==> src/rtl/stopwatch_counter.sv <==
// MM:SS stopwatch time base: counts on tick_1hz, per-digit adjust on tick_adj, pause toggle.
// Optional STOPWATCH_HOLD_AT_MAX_EN: saturate at the maximum count instead of wrapping.
module stopwatch_counter #(
  parameter int unsigned MAX_TENS = 5,
  parameter int unsigned MAX_ONES = 9
) (
  input  logic       clk,
  input  logic       rst,
  input  logic       tick_1hz,
  input  logic       tick_adj,
  input  logic       pause_p,
  input  logic       adj,
  input  logic [1:0] sel,
  output logic [3:0] sec0,
  output logic [2:0] sec1,
  output logic [3:0] min0,
  output logic [2:0] min1,
  output logic       paused,
  output logic       wrap_p
);

  localparam logic [3:0] MaxOnes = 4'(MAX_ONES);
  localparam logic [2:0] MaxTens = 3'(MAX_TENS);

  typedef enum logic [1:0] {StRun, StPause, StAdj} state_e;

  state_e state;
  logic   paused_next;
  logic   at_max;
  logic   hold;

  assign paused_next = paused ^ pause_p;
  assign at_max      = (sec0 == MaxOnes) && (sec1 == MaxTens) &&
                       (min0 == MaxOnes) && (min1 == MaxTens);

`ifdef STOPWATCH_HOLD_AT_MAX_EN
  assign hold = at_max;
`else
  assign hold = 1'b0;
`endif

  // Counting and adjust decisions use the state held at the start of the cycle.
  always_ff @(posedge clk) begin
    if (rst) begin
      state  <= StRun;
      sec0   <= '0;
      sec1   <= '0;
      min0   <= '0;
      min1   <= '0;
      paused <= 1'b0;
      wrap_p <= 1'b0;
    end else begin
      wrap_p <= 1'b0;
      paused <= paused_next;

      if (adj) begin
        state <= StAdj;
      end else if (paused_next) begin
        state <= StPause;
      end else begin
        state <= StRun;
      end

      if (state == StRun && tick_1hz && !hold) begin
        if (sec0 != MaxOnes) begin
          sec0 <= sec0 + 4'd1;
        end else begin
          sec0 <= '0;
          if (sec1 != MaxTens) begin
            sec1 <= sec1 + 3'd1;
          end else begin
            sec1 <= '0;
            if (min0 != MaxOnes) begin
              min0 <= min0 + 4'd1;
            end else begin
              min0 <= '0;
              if (min1 != MaxTens) begin
                min1 <= min1 + 3'd1;
              end else begin
                min1   <= '0;
                wrap_p <= 1'b1;
              end
            end
          end
        end
      end else if (state == StAdj && tick_adj) begin
        // Each digit wraps within its own range; no carry into neighbours.
        unique case (sel)
          2'd0: sec0 <= (sec0 == MaxOnes) ? 4'd0 : sec0 + 4'd1;
          2'd1: sec1 <= (sec1 == MaxTens) ? 3'd0 : sec1 + 3'd1;
          2'd2: min0 <= (min0 == MaxOnes) ? 4'd0 : min0 + 4'd1;
          2'd3: min1 <= (min1 == MaxTens) ? 3'd0 : min1 + 3'd1;
          default: ;
        endcase
      end
    end
  end

  a_digits_in_range: assert property (@(posedge clk) disable iff (rst)
    (sec0 <= MaxOnes) && (sec1 <= MaxTens) && (min0 <= MaxOnes) && (min1 <= MaxTens));

endmodule

==> config.mk <==
export PLATFORM = sky130hd
export DESIGN_NAME = stopwatch_counter
export DESIGN_NICKNAME = d
export VERILOG_FILES = /design/src/rtl/stopwatch_counter.sv
export SDC_FILE = /design/constraint.sdc
export NUM_CORES = 1
export LEC_CHECK = 0
export CORE_MARGIN = 5
export CORE_UTILIZATION = 40
export CTS_CLUSTER_SIZE = 30
export DETAILED_ROUTE_END_ITERATION = 6
export PLACE_DENSITY = 0.68
export SYNTH_ARGS = -nofsm -noshare
export SYNTH_HDL_FRONTEND = slang
export SYNTH_SLANG_ARGS = --single-unit
export TNS_END_PERCENT = 5
==> constraint.sdc <==
create_clock -name clk -period 2.3 [get_ports clk]
set_clock_uncertainty 0.2 [all_clocks]
set_input_delay 0.23 -clock clk [delete_from_list [all_inputs] [get_ports clk]]
set_output_delay 0.23 -clock clk [all_outputs]
set_load 0.005 [all_outputs]
---- Yosys cells after proc, flatten, opt, wreduce, memory -nomap -nowiden ----
Cells that the tools add are included.
operators by class
  $add $sub $neg .......................... 4
  eq/ne operators ......................... 15
  multiplexer cells ....................... 29
  bitwise operators ....................... 2
  reduce and logical (&&, ||, !) cells .... 15
operators with widths
  cell                   number
  $mux W4                12
  $mux W3                14
  $reduce_bool A2 Y1     5
  $add A4 B1 Y4 const B  2
  $eq A4 B4 Y1 const B   2
  $ne A4 B4 Y1 const B   2
  $add A3 B1 Y3 const B  2
  $eq A2 B2 Y1 const B   3
  $eq A3 B3 Y1 const B   2
  $ne A2 B2 Y1 const B   3
  $ne A3 B3 Y1 const B   2
  $reduce_and A5 Y1      1
  $reduce_or A5 Y1       1
  $logic_not A2 Y1       2
  $reduce_and A4 Y1      1
  $reduce_and A3 Y1      1
  $eq A2 B1 Y1 const B   1
  $logic_and A1 B1 Y1    2
  $mux W1                2
  $mux W2                1
  $reduce_and A2 Y1      1
  $reduce_or A2 Y1       1
  $not A1 Y1             1
  $xor A1 B1 Y1          1
storage, ports and cells
  register bits ........................... 18
  bits of input ports ..................... 8
  output and inout port bits .............. 16
  word-level logic and storage cells ...... 73

---- Longest topological paths before layout ----
Gate-level depths: netlist of run 1.
  depth after elaboration ................. 6
  depth in mapped cells ................... 6
  depth with buffers taken out ............ 6

---- Worst setup path before layout of run 1 ----
Ideal clock, no wire load.
  path type ............................... register -> register
  start point ............................. register state[1]
  end point ............................... register min0[0]
  library setup time ...................... 71 ps
  arrival ................................. 1559 ps
  required time ........................... 2029 ps
  setup slack ............................. 470 ps
  stages on the path, launching flop included .. 5
  buffers on the path ..................... 0
  clock period less this slack ............ 1830 ps
  cells stage by stage .................... dfxtp_1 -> nor3b_4 -> mux2_4 -> or4_1 -> a21oi_1
between the ends
  cells in the longest elaborated chain, start to end .. 4
  elaborated cells on any way between the ends .. 10
  classes of those cells .................. eq/ne: 3; mux: 1; reduce/logical: 6
RTL lines
  item                                                                 RTL line  RTL
  start: declaration                                                   27        state_e state;
  start signal: assignment                                             45        state <= StRun;
  start signal: assignment                                             57        state <= StAdj;
  start signal: assignment                                             59        state <= StPause;
  $logic_not A2 Y1 or $eq A2 B2 Y1 (tied branches)                     64, 86
  $logic_and A1 B1 Y1, on equally long branches                        64, 86
  $ne A2 B2 Y1 (no source line) or $reduce_bool A2 Y1 (tied branches)  n/a
  $reduce_and A4 Y1 (no source line)                                   n/a
  end signal: assignment                                               74        min0 <= min0 + 4'd1;
  end signal: assignment                                               91        2'd2: min0 <= (min0 == MaxOnes) ? 4'd0 : min0 + 4'd1;
  end: declaration                                                     16        output logic [3:0] min0,
Several ways; a longest one is shown, not always the timed one.
A chain may end at the register's enable or synchronous reset.

---- Final worst setup path of run 1 ----
  start point ............................. register min0[0]
  end point ............................... register min1[1]
between the ends
  cells in the longest elaborated chain, start to end .. 3
RTL lines
  item                                RTL line  RTL
  $ne A4 B4 Y1                        73        if (min0 != MaxOnes) begin
  $ne A2 B2 Y1 (no source line)       n/a
  $reduce_and A5 Y1 (no source line)  n/a
  end signal: assignment              78        min1 <= min1 + 3'd1;
  end signal: assignment              92        2'd3: min1 <= (min1 == MaxTens) ? 3'd0 : min1 + 3'd1;
  end: declaration                    17        output logic [2:0] min1,
No other way between the ends.

==> results of run 1 <==
==> report_power, final <==
group	internal (mW)	switching, mW
Sequential	0.321	0.0115
Clock	0.0607	0.0869
Combinational	0.0444	0.0336
Total	0.426	0.132
==> routing by layer <==
metal / global-route usage / up-vias / part of all wire
met2: 0.224 / 12 / 0.50
met1: 0.141 / 375 / 0.45
met4: 0.0497 / 0 / 0.0084
met3: 0.0223 / 2 / 0.036
met5: 0 / - / 0
li1: - / 409 / -
==> cells by family (layout without fill, tap and decap cells) <==
family	Yosys count	after routing	synth area share
muxes	4	4	0.0520
adders and majority gates	4	4	0.0547
and+or+nand+nor	35	35	0.248
AOI/OAI and AO/OA	22	22	0.163
xor gates and xnor gates	5	5	0.0479
DFF	18	18	0.394
buffers and inverters	10	36	0.0410
==> registers in the layout (all words and copies together) (netlist names) <==
name,flops
min1,3
sec0,4
paused,1
wrap_p,1
sec1,3
state,2
min0,4
==> layout by cell type (no fill, tap or decap), types with 2 or more instances in the layout <==
cell type,synthesis,final
sky130_fd_sc_hd__nor2b_1,3,3
sky130_fd_sc_hd__clkbuf_4,0,3
sky130_fd_sc_hd__nor3_1,2,2
sky130_fd_sc_hd__dfxtp_1,18,18
sky130_fd_sc_hd__ha_1,4,4
sky130_fd_sc_hd__inv_1,9,9
sky130_fd_sc_hd__o21ai_0,4,4
sky130_fd_sc_hd__mux2_2,2,2
sky130_fd_sc_hd__nand3b_1,3,3
sky130_fd_sc_hd__clkdlybuf4s50_1,0,23
sky130_fd_sc_hd__a21oi_1,7,7
sky130_fd_sc_hd__xnor2_1,5,5
sky130_fd_sc_hd__or4_1,5,5
sky130_fd_sc_hd__and3b_1,2,2
sky130_fd_sc_hd__a211oi_1,3,3
sky130_fd_sc_hd__nand2b_1,3,3
sky130_fd_sc_hd__nand3_1,3,3
sky130_fd_sc_hd__nor2_1,8,8
==> layout make-up <==
type / instances / area (sq um) / area share
clock buffers: 3 / 22.5 / 0.0187
inverters: 9 / 33.8 / 0.0280
multi-input cells: 70 / 517 / 0.428
flip-flops and latches: 18 / 360 / 0.299
well taps: 28 / 35.0 / 0.0290
repair buffers: 24 / 238 / 0.197
==> worst max path at each step <==
| stage | from | to | slack (ns) | depth (start not counted) |
|---|---|---|---|---|
| after global placement | tick_1hz | min0[1] | 0.05 | 5 |
| after CTS | min0[0] | min1[1] | 0.29 | 5 |
| after global routing | min0[0] | min1[1] | 0.15 | 5 |
| final | min0[0] | min1[1] | 0.29 | 5 |
| after detailed placement | tick_1hz | min0[3] | 0.006 | 5 |
| after floorplan | state[1] | min0[0] | 0.47 | 4 |
==> worst min-delay path, cell delays in order (launching register included) <==
cell	delay (ns)
sky130_fd_sc_hd__dfxtp_1	0.34
sky130_fd_sc_hd__nand2b_1	0.07
sky130_fd_sc_hd__nor4_1	0.04
==> flow_summary.html, run 1 <==
<table>
<tr><th>Metric</th><th>Value</th></tr>
<tr><th colspan="2">Synthesis</th></tr>
<tr><td>Register area share after synthesis</td><td>0.394</td></tr>
<tr><td>Mean instance size in the synthesized netlist</td><td>roughly 9.3 sq um</td></tr>
<tr><td>Synth warn</td><td>0</td></tr>
<tr><td>Top area cells in the synthesized netlist</td><td>sky130_fd_sc_hd__dfxtp_1 (39%), sky130_fd_sc_hd__ha_1 (5.5%), sky130_fd_sc_hd__xnor2_1 (4.8%)</td></tr>
<tr><td>Most frequent cells after synthesis</td><td>sky130_fd_sc_hd__dfxtp_1 (18), sky130_fd_sc_hd__inv_1 (9), sky130_fd_sc_hd__nor2_1 (8)</td></tr>
<tr><td>Post-Synthesis Cell Area</td><td>just over 900 sq um</td></tr>
<tr><td>Total nets after synthesis</td><td>110</td></tr>
<tr><td>Yosys reg bits</td><td>18</td></tr>
<tr><td>Cell with the most instances after synthesis</td><td>sky130_fd_sc_hd__dfxtp_1</td></tr>
<tr><td>Most common flop cell mapped by yosys</td><td>sky130_fd_sc_hd__dfxtp_1</td></tr>
<tr><td>Post-synthesis cell type count</td><td>33</td></tr>
<tr><td>Syn Inst Count</td><td>98</td></tr>
<tr><td>Share of Yosys cell area claimed by the top area cell type</td><td>0.394</td></tr>
<tr><td>Ys async rst share</td><td>0</td></tr>
<tr><td>Number of enable flip-flop cells after synthesis</td><td>0</td></tr>
<tr><td>Cell accounting for the most synthesized area</td><td>sky130_fd_sc_hd__dfxtp_1</td></tr>
<tr><th colspan="2">Worst setup path</th></tr>
<tr><td>Critical path arrival</td><td>slightly below 2 ns</td></tr>
<tr><td>Launch instance of the worst register-to-register path</td><td>min0[0]</td></tr>
<tr><td>Number of buffer and inverter stages on the critical path</td><td>0</td></tr>
<tr><td>Max Fanout on Critical Path</td><td>6</td></tr>
<tr><td>Worst Reg2Reg Path Length in Cells</td><td>5</td></tr>
<tr><td>List of cells traversed by the critical path</td><td>ha_1, and3b_1, nand3_1, a211oi_2, mux2_2</td></tr>
<tr><td>Top delay family on crit path</td><td>flip-flops</td></tr>
<tr><td>Slowest stage cell on the critical path</td><td>sky130_fd_sc_hd__dfxtp_1</td></tr>
<tr><td>End of the worst register-to-register path</td><td>min1[1]</td></tr>
<tr><td>Startpoint Class</td><td>flop</td></tr>
<tr><td>Delay of the slowest cell on the worst path</td><td>~0.44 ns</td></tr>
<tr><td>Category of the most critical setup path</td><td>reg2reg</td></tr>
<tr><td>Capturing element type of the critical path</td><td>flop</td></tr>
<tr><td>Required time reported for the critical path endpoint</td><td>~2.3 ns</td></tr>
<tr><td>FF-to-FF setup slack</td><td>0.29 ns</td></tr>
<tr><th colspan="2">Layout</th></tr>
<tr><td>Final nets</td><td>138</td></tr>
<tr><td>Final core utilization</td><td>0.551</td></tr>
<tr><td>Share of cells above drive strength 1</td><td>0.0887</td></tr>
<tr><td>Post-route non-filler standard cell count</td><td>between 150 and 200</td></tr>
<tr><td>Area overhead of the layout relative to synthesis</td><td>31.9%</td></tr>
<tr><td>Fill cell instance count of the final layout</td><td>between 200 and 250</td></tr>
<tr><td>Final Instance Area</td><td>~1200 sq um</td></tr>
<tr><td>Antenna diodes</td><td>0</td></tr>
<tr><th colspan="2">CTS</th></tr>
<tr><td>Number of buffers created by CTS</td><td>3</td></tr>
<tr><td>Buffers inserted during post-CTS setup optimization</td><td>0</td></tr>
<tr><td>Cts hold-fix bufs</td><td>0</td></tr>
<tr><td>Max Buffers Root-to-Sink</td><td>2</td></tr>
<tr><td>Root buffer cell</td><td>sky130_fd_sc_hd__clkbuf_4</td></tr>
<tr><td>Clock Pin Slew Worst Setup and Hold Paths</td><td>around 0.090 ns</td></tr>
<tr><td>Number of sinks on the clock net</td><td>18</td></tr>
<tr><td>CTS-repair resized insts</td><td>0</td></tr>
<tr><td>Latest clock arrival within the worst-skew pair</td><td>approximately 0.28 ns</td></tr>
<tr><td>Clock tree from TritonCTS</td><td>built</td></tr>
<tr><td>Deepest level of the CTS H-tree</td><td>1</td></tr>
<tr><th colspan="2">Drt</th></tr>
<tr><td>Total wire length</td><td>between 1.5 and 2 mm</td></tr>
<tr><td>Vias per std cell</td><td>5.25</td></tr>
<tr><td>Post-detailed-route DRC marker count</td><td>0</td></tr>
<tr><td>Drt first-iter violations</td><td>6</td></tr>
<tr><td>Total via count after detailed routing</td><td>798</td></tr>
<tr><td>Remaining antenna violation count after routing</td><td>0</td></tr>
<tr><td>Number of search-and-repair iterations in the first detailed-routing pass</td><td>4</td></tr>
<tr><td>Routed length per placed instance</td><td>between 10 and 15 um</td></tr>
<tr><th colspan="2">Floorplanning</th></tr>
<tr><td>Die height</td><td>57.8 um</td></tr>
<tr><td>Std-Cell Rows</td><td>17</td></tr>
<tr><td>Top-level port count</td><td>24</td></tr>
<tr><td>Initial standard-cell utilization of the core</td><td>0.417</td></tr>
<tr><td>Floorplan die area</td><td>between 3000 and 4000 sq um</td></tr>
<tr><td>Die span in x</td><td>57.8 um</td></tr>
<tr><td>Core area</td><td>about 2200 sq um</td></tr>
<tr><th colspan="2">Worst hold path</th></tr>
<tr><td>Min-Delay Endpoint</td><td>wrap_p</td></tr>
<tr><td>Type of the worst min-delay path</td><td>reg2reg</td></tr>
<tr><td>Worst hold path cell count</td><td>2</td></tr>
<tr><td>Worst hold path startpoint</td><td>min1[0]</td></tr>
<tr><th colspan="2">Place</th></tr>
<tr><td>Count of buffers inserted at the top-level ports</td><td>23</td></tr>
<tr><td>Routability congestion estimate from global placement</td><td>between 0.7 and 0.8</td></tr>
<tr><td>Setup slack at placement</td><td>roughly 0.0063 ns</td></tr>
<tr><td>Half-perimeter wire length of the detailed placement result</td><td>roughly 1.5 mm</td></tr>
<tr><td>Placed Area</td><td>~1200 sq um</td></tr>
<tr><td>Placed cells</td><td>between 100 and 150</td></tr>
<tr><th colspan="2">Global route</th></tr>
<tr><td>Antenna violations before repair</td><td>0</td></tr>
<tr><td>Number of global-route vias before repair</td><td>approximately 800</td></tr>
<tr><td>Aggregate global-route resource usage</td><td>0.123</td></tr>
<tr><td>Largest net degree at the start of global routing</td><td>10</td></tr>
<tr><td>Grt ovf</td><td>0</td></tr>
<tr><td>Global-route wire length before repair</td><td>3.35 mm</td></tr>
<tr><th colspan="2">Timing</th></tr>
<tr><td>Setup repair after global routing missed its margin</td><td>false</td></tr>
<tr><td>Ratio of final minimum period to clock period</td><td>0.875</td></tr>
<tr><td>Final setup fails</td><td>0</td></tr>
<tr><td>Actual slew at the worst max-slew pin</td><td>around 0.39 ns</td></tr>
<tr><td>Timing-limited maximum frequency</td><td>0.497 GHz</td></tr>
<tr><td>Final WS setup</td><td>between 0.2 and 0.3 ns</td></tr>
<tr><td>Time the final worst path needs with I/O delays and setup</td><td>slightly above 2 ns</td></tr>
<tr><td>Minimum hold slack</td><td>approximately 0.29 ns</td></tr>
<tr><td>Slew Limit Headroom</td><td>0.738</td></tr>
<tr><td>Sum Neg Setup Slack</td><td>0 ns</td></tr>
<tr><td>Final hold violations</td><td>0</td></tr>
<tr><td>Number of pins exceeding their max-slew limit in the final report</td><td>0</td></tr>
<tr><th colspan="2">Power</th></tr>
<tr><td>VDD IR max</td><td>roughly 0.37 mV</td></tr>
<tr><td>Power density normalized to cell area</td><td>approximately 460 nW/um^2</td></tr>
<tr><td>Pleak</td><td>roughly 0.42 nW</td></tr>
<tr><td>Overall power of the completed layout</td><td>about 0.56 mW</td></tr>
<tr><th colspan="2">Flow run</th></tr>
<tr><td>Number of max-cap violations</td><td>0</td></tr>
<tr><th colspan="2">Status</th></tr>
<tr><td>Run status</td><td>finished, final reports clean</td></tr>
</table>
(Power assumes the default switching activity.)
==> inputs of run 2 (changes only) <==
Settings changed: CTS_CLUSTER_SIZE 30 to unset, RECOVER_POWER set to 25.
==> run 2 against run 1 <==
Combinational power is 2% lower. Count of clock-buffer cells in the layout stayed put. Final area is 0.31% lower. Setup slack worse by 0.0021 ns. First-iteration DRC count is 33% higher.
==> flow_summary.html, run 2 (synthesis gave the netlist of run 1 again) <==
<table>
<tr><th>Metric</th><th>Value</th></tr>
<tr><th colspan="2">Drt</th></tr>
<tr><td>Number of search-and-repair iterations in the first detailed-routing pass</td><td>4 (unchanged)</td></tr>
<tr><td>Total via count after detailed routing</td><td>796 (-0.25%)</td></tr>
<tr><td>Remaining antenna violation count after routing</td><td>0 (unchanged)</td></tr>
<tr><td>Drt first-iter violations</td><td>8 (+2)</td></tr>
<tr><td>Total wire length</td><td>1.91 mm (+0.53%)</td></tr>
<tr><td>Routed length per placed instance</td><td>12.6 um (+0.53%)</td></tr>
<tr><td>Post-detailed-route DRC marker count</td><td>0 (unchanged)</td></tr>
<tr><td>Vias per std cell</td><td>5.24 (-0.25%)</td></tr>
<tr><th colspan="2">Global route</th></tr>
<tr><td>Grt ovf</td><td>0 (unchanged)</td></tr>
<tr><td>Global-route wire length before repair</td><td>3.35 mm (unchanged)</td></tr>
<tr><td>Antenna violations before repair</td><td>0 (unchanged)</td></tr>
<tr><td>Number of global-route vias before repair</td><td>803 (unchanged)</td></tr>
<tr><td>Aggregate global-route resource usage</td><td>0.123 (unchanged)</td></tr>
<tr><td>Largest net degree at the start of global routing</td><td>10 (unchanged)</td></tr>
<tr><th colspan="2">Place</th></tr>
<tr><td>Half-perimeter wire length of the detailed placement result</td><td>1.48 mm (unchanged)</td></tr>
<tr><td>Count of buffers inserted at the top-level ports</td><td>23 (unchanged)</td></tr>
<tr><td>Placed cells</td><td>149 (unchanged)</td></tr>
<tr><td>Routability congestion estimate from global placement</td><td>0.722 (unchanged)</td></tr>
<tr><th colspan="2">Worst setup path</th></tr>
<tr><td>Delay of the slowest cell on the worst path</td><td>0.44 ns (about the same)</td></tr>
<tr><td>Top delay family on crit path</td><td>flip-flops</td></tr>
<tr><td>Critical path arrival</td><td>1.99 ns (about the same)</td></tr>
<tr><td>Startpoint Class</td><td>flop</td></tr>
<tr><td>Capturing element type of the critical path</td><td>flop</td></tr>
<tr><td>Category of the most critical setup path</td><td>reg2reg</td></tr>
<tr><td>Slowest stage cell on the critical path</td><td>sky130_fd_sc_hd__dfxtp_1</td></tr>
<tr><td>Max Fanout on Critical Path</td><td>6 (unchanged)</td></tr>
<tr><td>Number of buffer and inverter stages on the critical path</td><td>0 (unchanged)</td></tr>
<tr><td>Required time reported for the critical path endpoint</td><td>2.28 ns (about the same)</td></tr>
<tr><td>List of cells traversed by the critical path</td><td>ha_1, and3b_1, nand3_1, a211oi_2, mux2_2</td></tr>
<tr><th colspan="2">Layout</th></tr>
<tr><td>Biggest registers after layout</td><td>min0 (4), sec0 (4)</td></tr>
<tr><td>Commonest cells after routing, fill and taps aside</td><td>sky130_fd_sc_hd__dfxtp_1 (18), sky130_fd_sc_hd__clkdlybuf4s50_1 (17), sky130_fd_sc_hd__inv_1 (9), sky130_fd_sc_hd__nor2_1 (8), sky130_fd_sc_hd__a21oi_1 (7)</td></tr>
<tr><td>Leading cell type in the layout, fill and taps excluded</td><td>sky130_fd_sc_hd__dfxtp_1</td></tr>
<tr><td>Final core utilization</td><td>0.549 (-0.00171)</td></tr>
<tr><td>Final nets</td><td>138 (unchanged)</td></tr>
<tr><td>Share of cells above drive strength 1</td><td>0.0806 (-0.00806)</td></tr>
<tr><td>Antenna diodes</td><td>0 (unchanged)</td></tr>
<tr><td>Area overhead of the layout relative to synthesis</td><td>31.5%</td></tr>
<tr><td>Post-route non-filler standard cell count</td><td>152 (unchanged)</td></tr>
<tr><th colspan="2">Power</th></tr>
<tr><td>Fraction of power consumed by the clock network</td><td>0.265 (about the same)</td></tr>
<tr><td>Pleak</td><td>0.430 nW (+3.1%)</td></tr>
<tr><td>Power density normalized to cell area</td><td>463 nW/um^2 (about the same)</td></tr>
<tr><td>Cell-internal power</td><td>0.424 mW (-0.44%)</td></tr>
<tr><td>Part of the power in registers</td><td>0.597 (about the same)</td></tr>
<tr><td>Power share of the combinational group</td><td>0.137 (-0.003)</td></tr>
<tr><td>Sw Ratio</td><td>0.238 (+0.00110)</td></tr>
<tr><td>Switching Power</td><td>0.132 mW (+0.17%)</td></tr>
<tr><td>VDD IR max</td><td>0.371 mV (about the same)</td></tr>
<tr><th colspan="2">Timing</th></tr>
<tr><td>Number of pins exceeding their max-slew limit in the final report</td><td>0 (unchanged)</td></tr>
<tr><td>Final hold violations</td><td>0 (unchanged)</td></tr>
<tr><td>Timing-limited maximum frequency</td><td>0.496 GHz (-0.11%)</td></tr>
<tr><td>Setup repair after global routing missed its margin</td><td>false</td></tr>
<tr><td>Slew Limit Headroom</td><td>0.714 (-0.0243)</td></tr>
<tr><td>Ratio of final minimum period to clock period</td><td>0.876 (+0.000922)</td></tr>
<tr><td>Actual slew at the worst max-slew pin</td><td>0.429 ns (+0.0365 ns)</td></tr>
<tr><td>Time the final worst path needs with I/O delays and setup</td><td>2.02 ns (+0.00212 ns)</td></tr>
<tr><td>Sum Neg Setup Slack</td><td>0 ns (unchanged)</td></tr>
<tr><td>Final setup fails</td><td>0 (unchanged)</td></tr>
<tr><th colspan="2">Floorplanning</th></tr>
<tr><td>Top-level port count</td><td>24 (unchanged)</td></tr>
<tr><td>Core area</td><td>2190 sq um (unchanged)</td></tr>
<tr><td>Floorplan die area</td><td>3340 sq um (unchanged)</td></tr>
<tr><td>Std-Cell Rows</td><td>17 (unchanged)</td></tr>
<tr><td>Die span in x</td><td>57.8 um (unchanged)</td></tr>
<tr><td>Die height</td><td>57.8 um (unchanged)</td></tr>
<tr><td>Initial standard-cell utilization of the core</td><td>0.417 (unchanged)</td></tr>
<tr><th colspan="2">CTS</th></tr>
<tr><td>Deepest level of the CTS H-tree</td><td>1 (unchanged)</td></tr>
<tr><td>Max Buffers Root-to-Sink</td><td>2 (unchanged)</td></tr>
<tr><td>Number of buffers created by CTS</td><td>3 (unchanged)</td></tr>
<tr><td>Number of sinks on the clock net</td><td>18 (unchanged)</td></tr>
<tr><td>Clock Pin Slew Worst Setup and Hold Paths</td><td>0.09 ns (about the same)</td></tr>
<tr><td>Buffers inserted during post-CTS setup optimization</td><td>0 (unchanged)</td></tr>
<tr><td>Cts hold-fix bufs</td><td>0 (unchanged)</td></tr>
<tr><td>Latest clock arrival within the worst-skew pair</td><td>0.28 ns (about the same)</td></tr>
<tr><td>Clock tree from TritonCTS</td><td>built</td></tr>
<tr><td>CTS-repair resized insts</td><td>0 (unchanged)</td></tr>
<tr><td>Root buffer cell</td><td>sky130_fd_sc_hd__clkbuf_4</td></tr>
<tr><th colspan="2">Flow run</th></tr>
<tr><td>Number of max-cap violations</td><td>0 (unchanged)</td></tr>
<tr><th colspan="2">Status</th></tr>
<tr><td>Run status</td><td>finished, final reports clean</td></tr>
<tr><th colspan="2">Worst hold path</th></tr>
<tr><td>Type of the worst min-delay path</td><td>reg2reg</td></tr>
</table>
==> run 2: cell types whose count changed in the layout (fill, tap and decap cells not counted) <==
cell	before	now
sky130_fd_sc_hd__clkdlybuf4s50_1	23	17
sky130_fd_sc_hd__dlygate4sd3_1	0	6
sky130_fd_sc_hd__buf_4	1	0
sky130_fd_sc_hd__clkbuf_1	0	1
==> run 2: tightest hold or removal path, cell delays in order, from the launching register on <==
cell and delay (ns):
sky130_fd_sc_hd__dfxtp_1 0.34, sky130_fd_sc_hd__nand2b_1 0.07, sky130_fd_sc_hd__nor4_1 0.04
==> run 2: path summary, 6_finish.rpt <==
kind / slack [ns] / start / cells past startpoint / endpoint
min reg2reg: 0.29 / min1[0] / 2 / wrap_p
max: 0.28 / min0[0] / 5 / min1[1]
min: 0.29 / min1[0] / 2 / wrap_p
max reg2reg: 0.28 / min0[0] / 5 / min1[1]
==> run 2: layout make-up <==
| class | instances | area [sq um] |
|---|---|---|
| clock buffers | 3 | 22.5 |
| multi-input cells | 70 | 517 |
| inverters | 9 | 33.8 |
| well taps | 28 | 35.0 |
| flip-flops and latches | 18 | 360 |
| repair buffers | 24 | 234 |
| fillers | 201 | 988 |
==> run 2: through the flow <==
stage	power, mW	hold slack, ns	setup WS [ns]	instance area (sq um)
after global placement	0.416	0.281	0.0522	1180
after floorplan	0.379	0.107	0.470	915
after global routing	0.589	0.310	0.152	1200
final	0.557	0.289	0.284	1200
after CTS	0.568	0.292	0.286	1210
after detailed placement	0.419	0.278	0.00630	1180
==> run 2: layer usage <==
metal | track usage | up-vias | share of wire
met5 | 0 | - | 0
met4 | 0.0497 | 0 | 0.0084
met3 | 0.0223 | 2 | 0.035
met2 | 0.224 | 10 | 0.51
met1 | 0.141 | 376 | 0.45
li1 | - | 408 | -
==> run 2: power groups by stage <==
stage	logic [mW]	registers [mW]	clock network, mW
after detailed placement	0.0786	0.340	0
after floorplan	0.0397	0.339	0
final	0.0763	0.333	0.148
after CTS	0.0791	0.333	0.156
after global placement	0.0763	0.340	0
after global routing	0.0849	0.335	0.169
==> inputs of run 3 (changes only) <==
Settings changed: PLACE_DENSITY 0.68 to 0.7.
Clock period 2.3 ns to 1.65 ns, I/O delays scaled along.
==> run 3 against run 2 <==
Clock power rose by 43%. Flip-flop and latch count did not move. Critical path depth fell by 1. Global-route usage rose by 1.9 points. Via count rose by 11%. Die area did not move. Setup slack got worse by 0.44 ns. Sequential power rose by 38%. The run now ends with negative setup slack left. Wire length rose by 16%. Largest cell class unchanged. Cell count rose by 17%.
==> flow_summary.html, run 3 (synthesis gave the netlist of run 1 again) <==
<table>
<tr><th>Metric</th><th>Value</th></tr>
<tr><th colspan="2">Flow run</th></tr>
<tr><td>Number of max-cap violations</td><td>0 (unchanged)</td></tr>
<tr><th colspan="2">Global route</th></tr>
<tr><td>Antenna violations before repair</td><td>0 (unchanged)</td></tr>
<tr><td>Aggregate global-route resource usage</td><td>0.143 (+0.0195)</td></tr>
<tr><td>Largest net degree at the start of global routing</td><td>10 (unchanged)</td></tr>
<tr><td>Global-route wire length before repair</td><td>3.82 mm (+14%)</td></tr>
<tr><td>Grt ovf</td><td>0 (unchanged)</td></tr>
<tr><td>Number of global-route vias before repair</td><td>926 (+15%)</td></tr>
<tr><th colspan="2">Worst hold path</th></tr>
<tr><td>Type of the worst min-delay path</td><td>in2reg</td></tr>
<tr><td>Worst hold path cell count</td><td>2 (unchanged)</td></tr>
<tr><th colspan="2">Layout</th></tr>
<tr><td>Leading cell type in the layout, fill and taps excluded</td><td>sky130_fd_sc_hd__buf_4</td></tr>
<tr><td>Fill cell instance count of the final layout</td><td>194 (-3.5%)</td></tr>
<tr><td>Area overhead of the layout relative to synthesis</td><td>56.5%</td></tr>
<tr><td>Commonest cells after routing, fill and taps aside</td><td>sky130_fd_sc_hd__buf_4 (27), sky130_fd_sc_hd__clkdlybuf4s50_1 (19), sky130_fd_sc_hd__dfxtp_2 (10), sky130_fd_sc_hd__inv_1 (9)</td></tr>
<tr><td>Final nets</td><td>164 (+19%)</td></tr>
<tr><td>Antenna diodes</td><td>0 (unchanged)</td></tr>
<tr><td>Share of cells above drive strength 1</td><td>0.340 (+0.259)</td></tr>
<tr><td>Biggest registers after layout</td><td>min0 (4), sec0 (4)</td></tr>
<tr><th colspan="2">Timing</th></tr>
<tr><td>Number of pins exceeding their max-slew limit in the final report</td><td>0 (unchanged)</td></tr>
<tr><td>Ratio of final minimum period to clock period</td><td>1.09 (+0.218)</td></tr>
<tr><td>Setup repair after global routing missed its margin</td><td>true</td></tr>
<tr><td>Sum Neg Setup Slack</td><td>-1.03 ns (-1.03 ns)</td></tr>
<tr><td>Final WS setup</td><td>-0.155 ns (-0.439 ns)</td></tr>
<tr><td>Actual slew at the worst max-slew pin</td><td>0.297 ns (-0.132 ns)</td></tr>
<tr><td>Final setup fails</td><td>9 (+9)</td></tr>
<tr><td>Slew Limit Headroom</td><td>0.799 (+0.0852)</td></tr>
<tr><td>Timing-limited maximum frequency</td><td>0.554 GHz (+12%)</td></tr>
<tr><td>Time the final worst path needs with I/O delays and setup</td><td>1.80 ns (-0.211 ns)</td></tr>
<tr><td>Minimum hold slack</td><td>0.232 ns (-0.0566 ns)</td></tr>
<tr><td>Final hold violations</td><td>0 (unchanged)</td></tr>
<tr><th colspan="2">Floorplanning</th></tr>
<tr><td>Std-Cell Rows</td><td>17 (unchanged)</td></tr>
<tr><td>Initial standard-cell utilization of the core</td><td>0.417 (unchanged)</td></tr>
<tr><td>Floorplan die area</td><td>3340 sq um (unchanged)</td></tr>
<tr><td>Core area</td><td>2190 sq um (unchanged)</td></tr>
<tr><td>Die height</td><td>57.8 um (unchanged)</td></tr>
<tr><td>Top-level port count</td><td>24 (unchanged)</td></tr>
<tr><td>Die span in x</td><td>57.8 um (unchanged)</td></tr>
<tr><th colspan="2">CTS</th></tr>
<tr><td>Number of sinks on the clock net</td><td>18 (unchanged)</td></tr>
<tr><td>Cts hold-fix bufs</td><td>0 (unchanged)</td></tr>
<tr><td>Root buffer cell</td><td>sky130_fd_sc_hd__clkbuf_4</td></tr>
<tr><td>Latest clock arrival within the worst-skew pair</td><td>0.28 ns (about the same)</td></tr>
<tr><td>Clock tree from TritonCTS</td><td>built</td></tr>
<tr><td>Max Buffers Root-to-Sink</td><td>2 (unchanged)</td></tr>
<tr><td>Number of buffers created by CTS</td><td>3 (unchanged)</td></tr>
<tr><td>Deepest level of the CTS H-tree</td><td>1 (unchanged)</td></tr>
<tr><td>Clock Pin Slew Worst Setup and Hold Paths</td><td>0.10 ns (about the same)</td></tr>
<tr><th colspan="2">Place</th></tr>
<tr><td>Count of buffers inserted at the top-level ports</td><td>23 (unchanged)</td></tr>
<tr><td>Half-perimeter wire length of the detailed placement result</td><td>1.84 mm (+24%)</td></tr>
<tr><td>Routability congestion estimate from global placement</td><td>0.743 (+2.9%)</td></tr>
<tr><th colspan="2">Drt</th></tr>
<tr><td>Total via count after detailed routing</td><td>884 (+11%)</td></tr>
<tr><td>Drt first-iter violations</td><td>8 (unchanged)</td></tr>
<tr><td>Routed length per placed instance</td><td>12.4 um (-1.3%)</td></tr>
<tr><td>Post-detailed-route DRC marker count</td><td>0 (unchanged)</td></tr>
<tr><td>Routed length on met2</td><td>1.21 mm (+24%)</td></tr>
<tr><td>Total wire length</td><td>2.21 mm (+16%)</td></tr>
<tr><td>Vias per std cell</td><td>4.97 (-5.2%)</td></tr>
<tr><td>Met1 WL</td><td>926 um (+7.9%)</td></tr>
<tr><td>Topmost layer with routed signal wires</td><td>met4</td></tr>
<tr><td>Remaining antenna violation count after routing</td><td>0 (unchanged)</td></tr>
<tr><td>Met3 Wirelength</td><td>65 um (-1.5%)</td></tr>
<tr><td>Number of search-and-repair iterations in the first detailed-routing pass</td><td>4 (unchanged)</td></tr>
<tr><th colspan="2">Worst setup path</th></tr>
<tr><td>List of cells traversed by the critical path</td><td>nor3b_4, mux2_4, or4_4, a21oi_2</td></tr>
<tr><td>Required time reported for the critical path endpoint</td><td>1.68 ns (-0.60 ns)</td></tr>
<tr><td>Max Fanout on Critical Path</td><td>6 (unchanged)</td></tr>
<tr><td>Worst Reg2Reg Path Length in Cells</td><td>4 (-1)</td></tr>
<tr><td>Number of buffer and inverter stages on the critical path</td><td>0 (unchanged)</td></tr>
<tr><td>Slowest stage cell on the critical path</td><td>sky130_fd_sc_hd__or4_4</td></tr>
<tr><td>Top delay family on crit path</td><td>simple AND/OR/NAND/NOR gates</td></tr>
<tr><td>Capturing element type of the critical path</td><td>flop</td></tr>
<tr><td>Startpoint Class</td><td>flop</td></tr>
<tr><td>Category of the most critical setup path</td><td>reg2reg</td></tr>
<tr><td>Stages on worst setup path</td><td>4 (-1)</td></tr>
<tr><td>Delay of the slowest cell on the worst path</td><td>0.42 ns (-0.02 ns)</td></tr>
<tr><td>Critical path arrival</td><td>1.83 ns (-0.16 ns)</td></tr>
<tr><th colspan="2">Status</th></tr>
<tr><td>Violated checks</td><td>negative setup slack</td></tr>
<tr><td>Run status</td><td>finished, violations left</td></tr>
<tr><th colspan="2">Power</th></tr>
<tr><td>Pleak</td><td>0.588 nW (+37%)</td></tr>
<tr><td>VDD IR max</td><td>0.487 mV (+31%)</td></tr>
<tr><td>Overall power of the completed layout</td><td>0.817 mW (+47%)</td></tr>
<tr><td>Power density normalized to cell area</td><td>571 nW/um^2 (+23%)</td></tr>
</table>
==> run 3: cell count changes in the layout (fill, tap and decap cells not counted), moves of 2 or more <==
cell	before	now
sky130_fd_sc_hd__dlygate4sd3_1	6	1
sky130_fd_sc_hd__dlymetal6s2s_1	0	2
sky130_fd_sc_hd__dfxtp_1	18	8
sky130_fd_sc_hd__buf_4	0	27
sky130_fd_sc_hd__dfxtp_2	0	10
sky130_fd_sc_hd__clkdlybuf4s50_1	17	19
==> run 3: path summary, 6_finish.rpt <==
| check | startpoint | endpoint | slack (ns) |
|---|---|---|---|
| worst max register to register | state[0] | min0[3] | -0.15 |
| worst min register to register | min1[0] | wrap_p | 0.29 |
| worst min-delay path | adj | state[0] | 0.23 |
| worst max-delay path | state[0] | min0[3] | -0.15 |
==> run 3: per-layer routing <==
metal,global-route usage,vias up
met5,0,-
met4,0.0397,0
met1,0.147,409
met3,0.0290,2
met2,0.285,15
li1,-,458
==> run 3: area by class of cell <==
cell class	count	area [sq um]	area share
Clock buffer	3	22.5	0.0157
Tap cell	28	35.0	0.0245
Inverter	9	33.8	0.0236
Multi-Input combinational cell	70	531	0.371
Sequential cell	18	373	0.260
Timing Repair Buffer	50	437	0.305
==> run 3: where the power goes <==
part           total (mW)  leakage, nW  internal, mW  switching [mW]
Sequential          0.458        0.151         0.450         0.00886
Clock               0.211       0.0138        0.0847           0.126
Combinational       0.147        0.424        0.0858          0.0617
==> run 3: per-stage QoR <==
| stage | cells | utilization | worst slack, ns | instance area, sq um |
|---|---|---|---|---|
| after global placement | 174 | 0.628 | -0.504 | 1380 |
| after global routing | 178 | 0.653 | -0.252 | 1430 |
| after detailed placement | 174 | 0.628 | -0.545 | 1380 |
| final | 178 | 0.653 | -0.155 | 1430 |
| after floorplan | 98 | - | -0.159 | 918 |
| after CTS | 178 | 0.642 | -0.172 | 1410 |
==> run 3: repair_timing <==
| item | CTS | global route |
|---|---|---|
| gates resized for setup | 3 | 11 |
| cloned | 0 | 0 |
| setup endpoints to repair | 9 | 21 |
| pin swaps | 4 | 3 |
| buffers inserted | 1 | 0 |
